## config.mk

```make
export PLATFORM = sky130hd
export DESIGN_NAME = attopu_seq
export DESIGN_NICKNAME = d
export VERILOG_FILES = /design/src/rtl/attopu_seq.sv
export SDC_FILE = /design/constraint.sdc
export NUM_CORES = 1
export LEC_CHECK = 0
export ABC_AREA = 1
export CAP_MARGIN = 20
export CORE_MARGIN = 2
export CORE_UTILIZATION = 48
export DETAILED_ROUTE_END_ITERATION = 16
export GPL_TIMING_DRIVEN = 1
export PLACE_DENSITY = 0.89
export SLEW_MARGIN = 20
export SYNTH_ARGS = -nofsm -noshare
export SYNTH_HDL_FRONTEND = slang
export SYNTH_SLANG_ARGS = --single-unit
```

## constraint.sdc

```tcl
create_clock -name clk -period 1.8 [get_ports clk]
set_input_delay 0.36 -clock clk [delete_from_list [all_inputs] [get_ports clk]]
set_output_delay 0.36 -clock clk [all_outputs]
set_load 0.02 [all_outputs]
```

## src/rtl/attopu_seq.sv

```systemverilog
// Multi-cycle fetch/decode/exec/writeback sequencer for the attopu 16-bit datapath.
// Optional retired-instruction counter enabled by defining ATTOPU_SEQ_PERF_EN.
module attopu_seq #(
  parameter logic [15:0] RESET_PC    = 16'h0000,
  parameter int          MEM_TIMEOUT = 15
) (
  input  logic        clk,
  input  logic        rst,
  output logic        imem_req,
  output logic [15:0] imem_addr,
  input  logic        imem_ack,
  input  logic [15:0] imem_rdata,
  output logic [15:0] instruction,
  output logic [15:0] PC,
  output logic [1:0]  rf_raddr1,
  output logic [1:0]  rf_raddr2,
  output logic        alu_en,
  output logic        rf_we,
  output logic [1:0]  rf_waddr,
  input  logic        halt_req,
  output logic        halted,
  output logic        err
`ifdef ATTOPU_SEQ_PERF_EN
  ,output logic [15:0] retired_cnt
`endif
);

  typedef enum logic [2:0] {
    S_IDLE, S_FETCH, S_DECODE, S_EXEC, S_WB, S_HALT_EXT, S_HALT_STOP, S_ERR
  } state_e;

  localparam logic [3:0] OP_HALT = 4'hE;
  localparam logic [3:0] OP_JMP  = 4'hF;
  localparam logic [7:0] WAIT_LAST = 8'(MEM_TIMEOUT - 1);

  state_e      state_q;
  logic [15:0] pc_q, instr_q;
  logic [7:0]  wcnt_q;
  logic        req_q, alu_en_q, rf_we_q, halted_q, err_q;
  logic [1:0]  raddr1_q, raddr2_q, waddr_q;
  logic [3:0]  op;
`ifdef ATTOPU_SEQ_PERF_EN
  logic [15:0] retired_q;
`endif

  assign op = instr_q[15:12];

  // Strobes default low each cycle; only the state being entered raises them.
  always_ff @(posedge clk or posedge rst) begin
    if (rst) begin
      state_q  <= S_IDLE;
      pc_q     <= RESET_PC;
      instr_q  <= '0;
      wcnt_q   <= '0;
      req_q    <= 1'b0;
      alu_en_q <= 1'b0;
      rf_we_q  <= 1'b0;
      halted_q <= 1'b0;
      err_q    <= 1'b0;
      raddr1_q <= '0;
      raddr2_q <= '0;
      waddr_q  <= '0;
`ifdef ATTOPU_SEQ_PERF_EN
      retired_q <= '0;
`endif
    end else begin
      req_q    <= 1'b0;
      alu_en_q <= 1'b0;
      rf_we_q  <= 1'b0;
      case (state_q)
        S_IDLE: begin
          state_q <= S_FETCH;
          req_q   <= 1'b1;
        end
        S_FETCH: begin
          if (imem_ack) begin
            instr_q  <= imem_rdata;
            raddr1_q <= imem_rdata[9:8];
            raddr2_q <= imem_rdata[7:6];
            waddr_q  <= imem_rdata[11:10];
            state_q  <= S_DECODE;
          end else if (wcnt_q == WAIT_LAST) begin
            wcnt_q   <= wcnt_q + 8'd1;
            state_q  <= S_ERR;
            err_q    <= 1'b1;
            halted_q <= 1'b1;
          end else begin
            wcnt_q <= wcnt_q + 8'd1;
            req_q  <= 1'b1;
          end
        end
        S_DECODE: begin
          wcnt_q   <= '0;
          alu_en_q <= 1'b1;
          state_q  <= S_EXEC;
        end
        S_EXEC: begin
          if (op == OP_HALT) begin
            state_q  <= S_HALT_STOP;
            halted_q <= 1'b1;
          end else begin
            state_q <= S_WB;
            rf_we_q <= (op != OP_JMP);
          end
        end
        S_WB: begin
          pc_q <= (op == OP_JMP) ? {8'h00, instr_q[7:0]} : pc_q + 16'd1;
`ifdef ATTOPU_SEQ_PERF_EN
          retired_q <= retired_q + 16'd1;
`endif
          if (halt_req) begin
            state_q  <= S_HALT_EXT;
            halted_q <= 1'b1;
          end else begin
            state_q <= S_FETCH;
            req_q   <= 1'b1;
          end
        end
        S_HALT_EXT: begin
          if (!halt_req) begin
            state_q  <= S_FETCH;
            halted_q <= 1'b0;
            req_q    <= 1'b1;
          end
        end
        // HALT_STOP and ERR are terminal until reset.
        default: state_q <= state_q;
      endcase
    end
  end

  assign imem_req    = req_q;
  assign imem_addr   = pc_q;
  assign PC          = pc_q;
  assign instruction = instr_q;
  assign rf_raddr1   = raddr1_q;
  assign rf_raddr2   = raddr2_q;
  assign rf_waddr    = waddr_q;
  assign alu_en      = alu_en_q;
  assign rf_we       = rf_we_q;
  assign halted      = halted_q;
  assign err         = err_q;
`ifdef ATTOPU_SEQ_PERF_EN
  assign retired_cnt = retired_q;
`endif

endmodule

```

-- Word level (Yosys, flattened, before mapping)
Index checks and enable logic that the tools add are counted.
- mux-type cells: 22
- equal/unequal tests: 15
- reduce and logical (&&, ||, !) cells: 10
- bitwise logic cells: 1
- $add $sub $neg: 2
- operators by type and width (operator ; count):
    $pmux 3 s6 ; 1
    $add 16x1->16 const B ; 1
    $mux 16 ; 1
    $pmux 8 s2 ; 1
    $mux 3 ; 4
    $mux 1 ; 11
    $ne 2x2->1 const B ; 5
    $add 8x1->8 const B ; 1
    $eq 4x4->1 const B ; 2
    $eq 8x4->1 const B ; 1
    $mux 8 ; 1
    $eq 3x2->1 const B ; 2
    $eq 3x3->1 const B ; 2
    $reduce_and 3->1 ; 2
    $reduce_and 6->1 ; 1
    $reduce_bool 6->1 ; 1
    $ne 4x4->1 const B ; 1
    $pmux 1 s4 ; 1
    $reduce_and 2->1 ; 2
    $reduce_bool 4->1 ; 1
    $eq 3x1->1 const B ; 1
    $logic_not 3->1 ; 1
    $ne 3x3->1 const B ; 1
    $pmux 1 s3 ; 1
    4 further kinds ; 4
- bits in registers: 54
- word-level logic and storage cells: 62
- bits of input ports: 20
- output and inout bits: 59

-- Logic depth before layout (Yosys ltp)
- word-level depth: 4
- depth in mapped cells: 9
- depth with buffers taken out: 9

-- Least setup slack after synthesis
No wires, ideal clock.
- kind: flip-flop to flip-flop
- start: reg pc_q[1] (netlist: PC[1])
- end: reg pc_q[6] (netlist: PC[6])
- period minus slack after synthesis: 1368 ps
- stages on the path, launching flop included: 9
- setup time: 113 ps
- buffers on the path: 0
- arrival: 1255 ps
- required time: 1687 ps
- slack: 432 ps
- path through: dfrtp_1 > ha_1 > nand2_1 > nor2_1 > nand2_1 > nand2_1 > nand3_1 > nand2_1 > inv_1
- longest elaborated chain between the ends: 2
- RTL lines (element ; line ; source):
    start: declaration ; 37 ; logic [15:0] pc_q, instr_q;
    start signal: assignment ; 107 ; pc_q <= (op == OP_JMP) ? {8'h00, instr_q[7:0]} : pc_q + 16'd1;
    $add 16x1->16 ; 107 ;
    $mux 16 ; 107 ;
Every way passes these cells.
A chain may end at the register's enable or synchronous reset.

-- Worst setup path after layout
- start: reg pc_q[7] (netlist: PC[7])
- end: out PC[7]
- RTL lines (element ; line ; source):
    end: declaration ; 14 ; output logic [15:0] PC,
No word-level cell between the ends.

==> impl_metrics.xml <==
<?xml version="1.0" encoding="UTF-8"?>
<metrics>
  <group name="worst_setup_path">
    <metric name="reg2reg_setup_slack" unit="ps">230</metric>
    <metric name="worst-path-stages" unit="">1</metric>
    <metric name="timing.rr.start" unit="">state_q[1]$_DFFE_PP0P_</metric>
    <metric name="critPathCaptureType" unit="">output pin</metric>
    <metric name="end_of_the_critical_path" unit="">PC[7]</metric>
    <metric name="crit_chain" unit="">clkdlybuf4s50_1</metric>
    <metric name="crit_family" unit="">buffers and inverters</metric>
    <metric name="startpoint" unit="">PC[7]$_DFFE_PP0N_</metric>
    <metric name="cpPeakStageDelay" unit="ps">640</metric>
    <metric name="cp-start-kind" unit="">flip-flop</metric>
    <metric name="critPathKind" unit="">reg -&gt; out</metric>
    <metric name="reg2regPathDepth" unit="">8</metric>
    <metric name="rr_endpoint" unit="">PC[7]$_DFFE_PP0N_</metric>
    <metric name="worst_ep_required_time" unit="ps">1440</metric>
    <metric name="crit_path_top_delay_cell" unit="">sky130_fd_sc_hd__clkdlybuf4s50_1</metric>
    <metric name="worstPathMaxFanout" unit="">6</metric>
    <metric name="worstPathBufferInverterCount" unit="">1</metric>
    <metric name="critical_path_arrival" unit="ps">1390</metric>
  </group>
  <group name="global_route">
    <metric name="antenna_found_initial" unit="">0</metric>
    <metric name="groute.usage.overall" unit="%">20.0</metric>
    <metric name="first_global_vias" unit="">2279</metric>
    <metric name="grt-ovfl-total" unit="">0</metric>
    <metric name="wire_length_of_the_first_global_routing_pass" unit="mm">10.1</metric>
    <metric name="grt_max_degree" unit="">37</metric>
  </group>
  <group name="power">
    <metric name="power_leakage" unit="nW">1.94</metric>
    <metric name="worst_ir_drop_vdd" unit="mV">0.483</metric>
    <metric name="p_per_area" unit="nW/um2">544</metric>
  </group>
  <group name="sta">
    <metric name="period_share" unit="%">97.0</metric>
    <metric name="rsz0062_at_grt" unit="">no</metric>
    <metric name="period_needed" unit="ps">1750</metric>
    <metric name="max_fclk" unit="MHz">573</metric>
    <metric name="finalClockSkew" unit="ps">8.16</metric>
    <metric name="setup_viol" unit="">0</metric>
    <metric name="hold_violations" unit="">0</metric>
    <metric name="worst_slew_margin_rel" unit="%">67.7</metric>
    <metric name="totalNegativeSetupSlack" unit="ps">0</metric>
    <metric name="maxSlewViolCount" unit="">0</metric>
    <metric name="transition_time_of_the_tightest_slew_check_pin" unit="ps">483</metric>
  </group>
  <group name="placed_design">
    <metric name="place.port_buffers" unit="">78</metric>
    <metric name="place.detailed.hpwl" unit="mm">4.60</metric>
    <metric name="last_weighted_congestion_value_of_the_routability_driven_placer" unit="">0.820</metric>
  </group>
  <group name="logic_synthesis">
    <metric name="yosysSeqAreaShare" unit="%">43.9</metric>
    <metric name="synthesized_cell_area" unit="um2">2740</metric>
    <metric name="post_synth.cell_area_avg" unit="um2">7.54</metric>
    <metric name="synthesis.nets" unit="">386</metric>
    <metric name="yosys_warning_count" unit="">0</metric>
    <metric name="synth-seq-cells" unit="">48</metric>
    <metric name="synth_cell_types" unit="">26</metric>
    <metric name="synthCells" unit="">363</metric>
  </group>
  <group name="cts">
    <metric name="clock_path_buffers" unit="">2</metric>
    <metric name="clockRootBuffer" unit="">sky130_fd_sc_hd__clkbuf_8</metric>
    <metric name="cts.sinks" unit="">48</metric>
    <metric name="cts-hold-fix-buffers" unit="">0</metric>
    <metric name="h-tree-depth" unit="">2</metric>
    <metric name="worstSkewPairLatency" unit="ps">300</metric>
    <metric name="cts_made_buffers" unit="">5</metric>
    <metric name="worst_setup_hold_path_clk_slew" unit="ps">100</metric>
    <metric name="cts_tree" unit="">done</metric>
  </group>
  <group name="floorplan">
    <metric name="floorplan.initialDensity" unit="%">49.7</metric>
    <metric name="i_o_pins" unit="">79</metric>
    <metric name="die_area" unit="um2">6320</metric>
    <metric name="die_w" unit="um">79.5</metric>
    <metric name="row_count" unit="">27</metric>
    <metric name="die_height" unit="um">79.5</metric>
    <metric name="core_region_area" unit="um2">5510</metric>
  </group>
  <group name="routing">
    <metric name="via_per_inst" unit="">5.05</metric>
    <metric name="drt-initial-drc-count" unit="">164</metric>
    <metric name="vias" unit="">2500</metric>
    <metric name="drt_pass1_iterations" unit="">5</metric>
    <metric name="wl_per_cell" unit="um">12.6</metric>
    <metric name="route.antenna.remaining_nets" unit="">0</metric>
    <metric name="drcViolationCount" unit="">0</metric>
    <metric name="routed_wirelength" unit="mm">6.22</metric>
  </group>
  <group name="finish">
    <metric name="diode_count" unit="">0</metric>
    <metric name="layout.nets" unit="">445</metric>
    <metric name="p_r_area_growth_vs_syn" unit="%">30.5</metric>
    <metric name="fraction_of_layout_instances_using_a_drive_strength_above_1" unit="%">7.80</metric>
    <metric name="final.fill_count" unit="">432</metric>
    <metric name="finish.utilization" unit="%">64.8</metric>
  </group>
  <group name="flow_run">
    <metric name="maxCapViolCount" unit="">0</metric>
  </group>
  <group name="status">
    <metric name="outcome" unit="">completed</metric>
  </group>
  <group name="worst_hold_path">
    <metric name="timing.hold.worst.class" unit="">in -&gt; async</metric>
  </group>
</metrics>
==> Yosys cell counts <==
library cell | number | share of area [%]
sky130_fd_sc_hd__nand2_1 | 114 | 16
sky130_fd_sc_hd__o22ai_1 | 2 | 0.46
sky130_fd_sc_hd__xor2_1 | 1 | 0.32
sky130_fd_sc_hd__nand3_1 | 21 | 3.8
sky130_fd_sc_hd__o211ai_1 | 3 | 0.82
sky130_fd_sc_hd__nand3_2 | 2 | 0.73
sky130_fd_sc_hd__o21ai_1 | 2 | 0.37
sky130_fd_sc_hd__ha_1 | 3 | 1.4
sky130_fd_sc_hd__buf_6 | 1 | 0.41
sky130_fd_sc_hd__dfrtp_1 | 48 | 44
sky130_fd_sc_hd__inv_1 | 38 | 5.2
sky130_fd_sc_hd__nor2_4 | 6 | 2.5
sky130_fd_sc_hd__nand3b_1 | 2 | 0.55
sky130_fd_sc_hd__nor2_1 | 37 | 5.1
sky130_fd_sc_hd__inv_2 | 5 | 0.69
sky130_fd_sc_hd__o21bai_1 | 2 | 0.55
sky130_fd_sc_hd__buf_2 | 2 | 0.37
sky130_fd_sc_hd__nand4_1 | 7 | 1.6
sky130_fd_sc_hd__buf_4 | 24 | 6.6
sky130_fd_sc_hd__nor3_1 | 3 | 0.55
sky130_fd_sc_hd__o21ai_0 | 18 | 3.3
sky130_fd_sc_hd__nor2_2 | 2 | 0.46
sky130_fd_sc_hd__nand2_2 | 3 | 0.69
sky130_fd_sc_hd__nand2_4 | 4 | 1.6
sky130_fd_sc_hd__a21oi_1 | 12 | 2.2
sky130_fd_sc_hd__inv_4 | 1 | 0.23
==> stage by stage <==
stage	hold slack [ps]	power, mW	worst slack [ps]	cells	area, um2
floorplan	470	1.12	296	363	2740
global placement	476	1.17	214	487	3430
detailed placement	484	1.17	189	487	3430
CTS	336	1.97	2.85	495	3540
global route	356	2.02	1.27	495	3570
finish	335	1.94	54.6	495	3570
==> kinds of logic (layout without fill, tap and decap cells) <==
logic type,after synthesis,in the layout,share of synthesized area (%)
simple gates,201,201,33.2
buf+inv,71,131,13.5
flops,48,48,43.9
compound gates,39,39,7.68
fa+ha+maj,3,3,1.37
xor+xnor,1,1,0.320
==> state kept, by name, summed over array words and instances, names as in the netlist <==
signal	flops
halted	1
state_q	3
err	1
instruction	16
imem_req	1
wcnt_q	8
alu_en	1
rf_we	1
PC	16
==> final cells by class <==
class,count,area [um2],share of cell area (%)
multi-input cells,244,1170,32.7
well taps,72,90.1,2.52
inverters,44,168,4.70
flip-flops and latches,48,1200,33.6
repair buffers,79,831,23.3
clock buffers,5,68.8,1.93
clock inverters,3,46.3,1.30
==> layer usage <==
metal	track usage [%]	share of wire, %	vias to the layer above	wire length [um]
met2	35.2	51	97	3140
met3	3.39	6.8	6	424
li1	-	-	1242	-
met5	0	0	-	0
met4	6.90	1.0	0	65
met1	24.7	42	1155	2590
==> worst min path at each step <==
stage,slack [ps],end,startpoint,cells past startpoint
floorplan,470,instruction[0]$_DFFE_PP0P_,imem_rdata[0],2
global placement,480,err$_DFFE_PP0P_,err$_DFFE_PP0P_,1
detailed placement,480,err$_DFFE_PP0P_,err$_DFFE_PP0P_,1
CTS,340,alu_en$_DFF_PP0_,rst,2
global route,360,alu_en$_DFF_PP0_,rst,2
finish,330,wcnt_q[5]$_DFFE_PP0P_,rst,2
==> timing repair <==
action	in CTS	in global routing
endpoints found under the setup margin	0	12
buffers inserted	0	0
gates resized for setup	0	12
==> power by group <==
group / switching (mW) / leakage [nW] / total [mW] / internal, mW
logic: 0.0317 / 1.24 / 0.0727 / 0.0410
registers: 0 / 0.650 / 1.08 / 1.08
clock network: 0.374 / 0.0548 / 0.793 / 0.419
==> cell usage in the layout (no fill, tap or decap) <==
cell type                         instances
sky130_fd_sc_hd__inv_1                   37
sky130_fd_sc_hd__nand3_1                 21
sky130_fd_sc_hd__bufinv_16                1
sky130_fd_sc_hd__inv_2                    6
sky130_fd_sc_hd__buf_12                   1
sky130_fd_sc_hd__clkdlybuf4s50_1         66
sky130_fd_sc_hd__o22ai_1                  2
sky130_fd_sc_hd__inv_4                    1
sky130_fd_sc_hd__clkinvlp_4               1
sky130_fd_sc_hd__o21ai_0                 18
sky130_fd_sc_hd__dlymetal6s2s_1          12
sky130_fd_sc_hd__ha_1                     3
sky130_fd_sc_hd__nand3_2                  2
sky130_fd_sc_hd__nor2_1                  37
sky130_fd_sc_hd__a21oi_1                 12
sky130_fd_sc_hd__o21bai_1                 2
sky130_fd_sc_hd__dfrtp_1                 48
sky130_fd_sc_hd__o211ai_1                 3
sky130_fd_sc_hd__nor3_1                   3
sky130_fd_sc_hd__nand3b_1                 2
sky130_fd_sc_hd__xor2_1                   1
sky130_fd_sc_hd__inv_6                    1
sky130_fd_sc_hd__nand2_4                  4
sky130_fd_sc_hd__nand2_2                  3
sky130_fd_sc_hd__nor2_2                   2
sky130_fd_sc_hd__nand2_1                114
sky130_fd_sc_hd__o21ai_1                  2
sky130_fd_sc_hd__clkbuf_8                 5
sky130_fd_sc_hd__nor2_4                   6
sky130_fd_sc_hd__nand4_1                  7
Power figures use the tool's default switching activity.
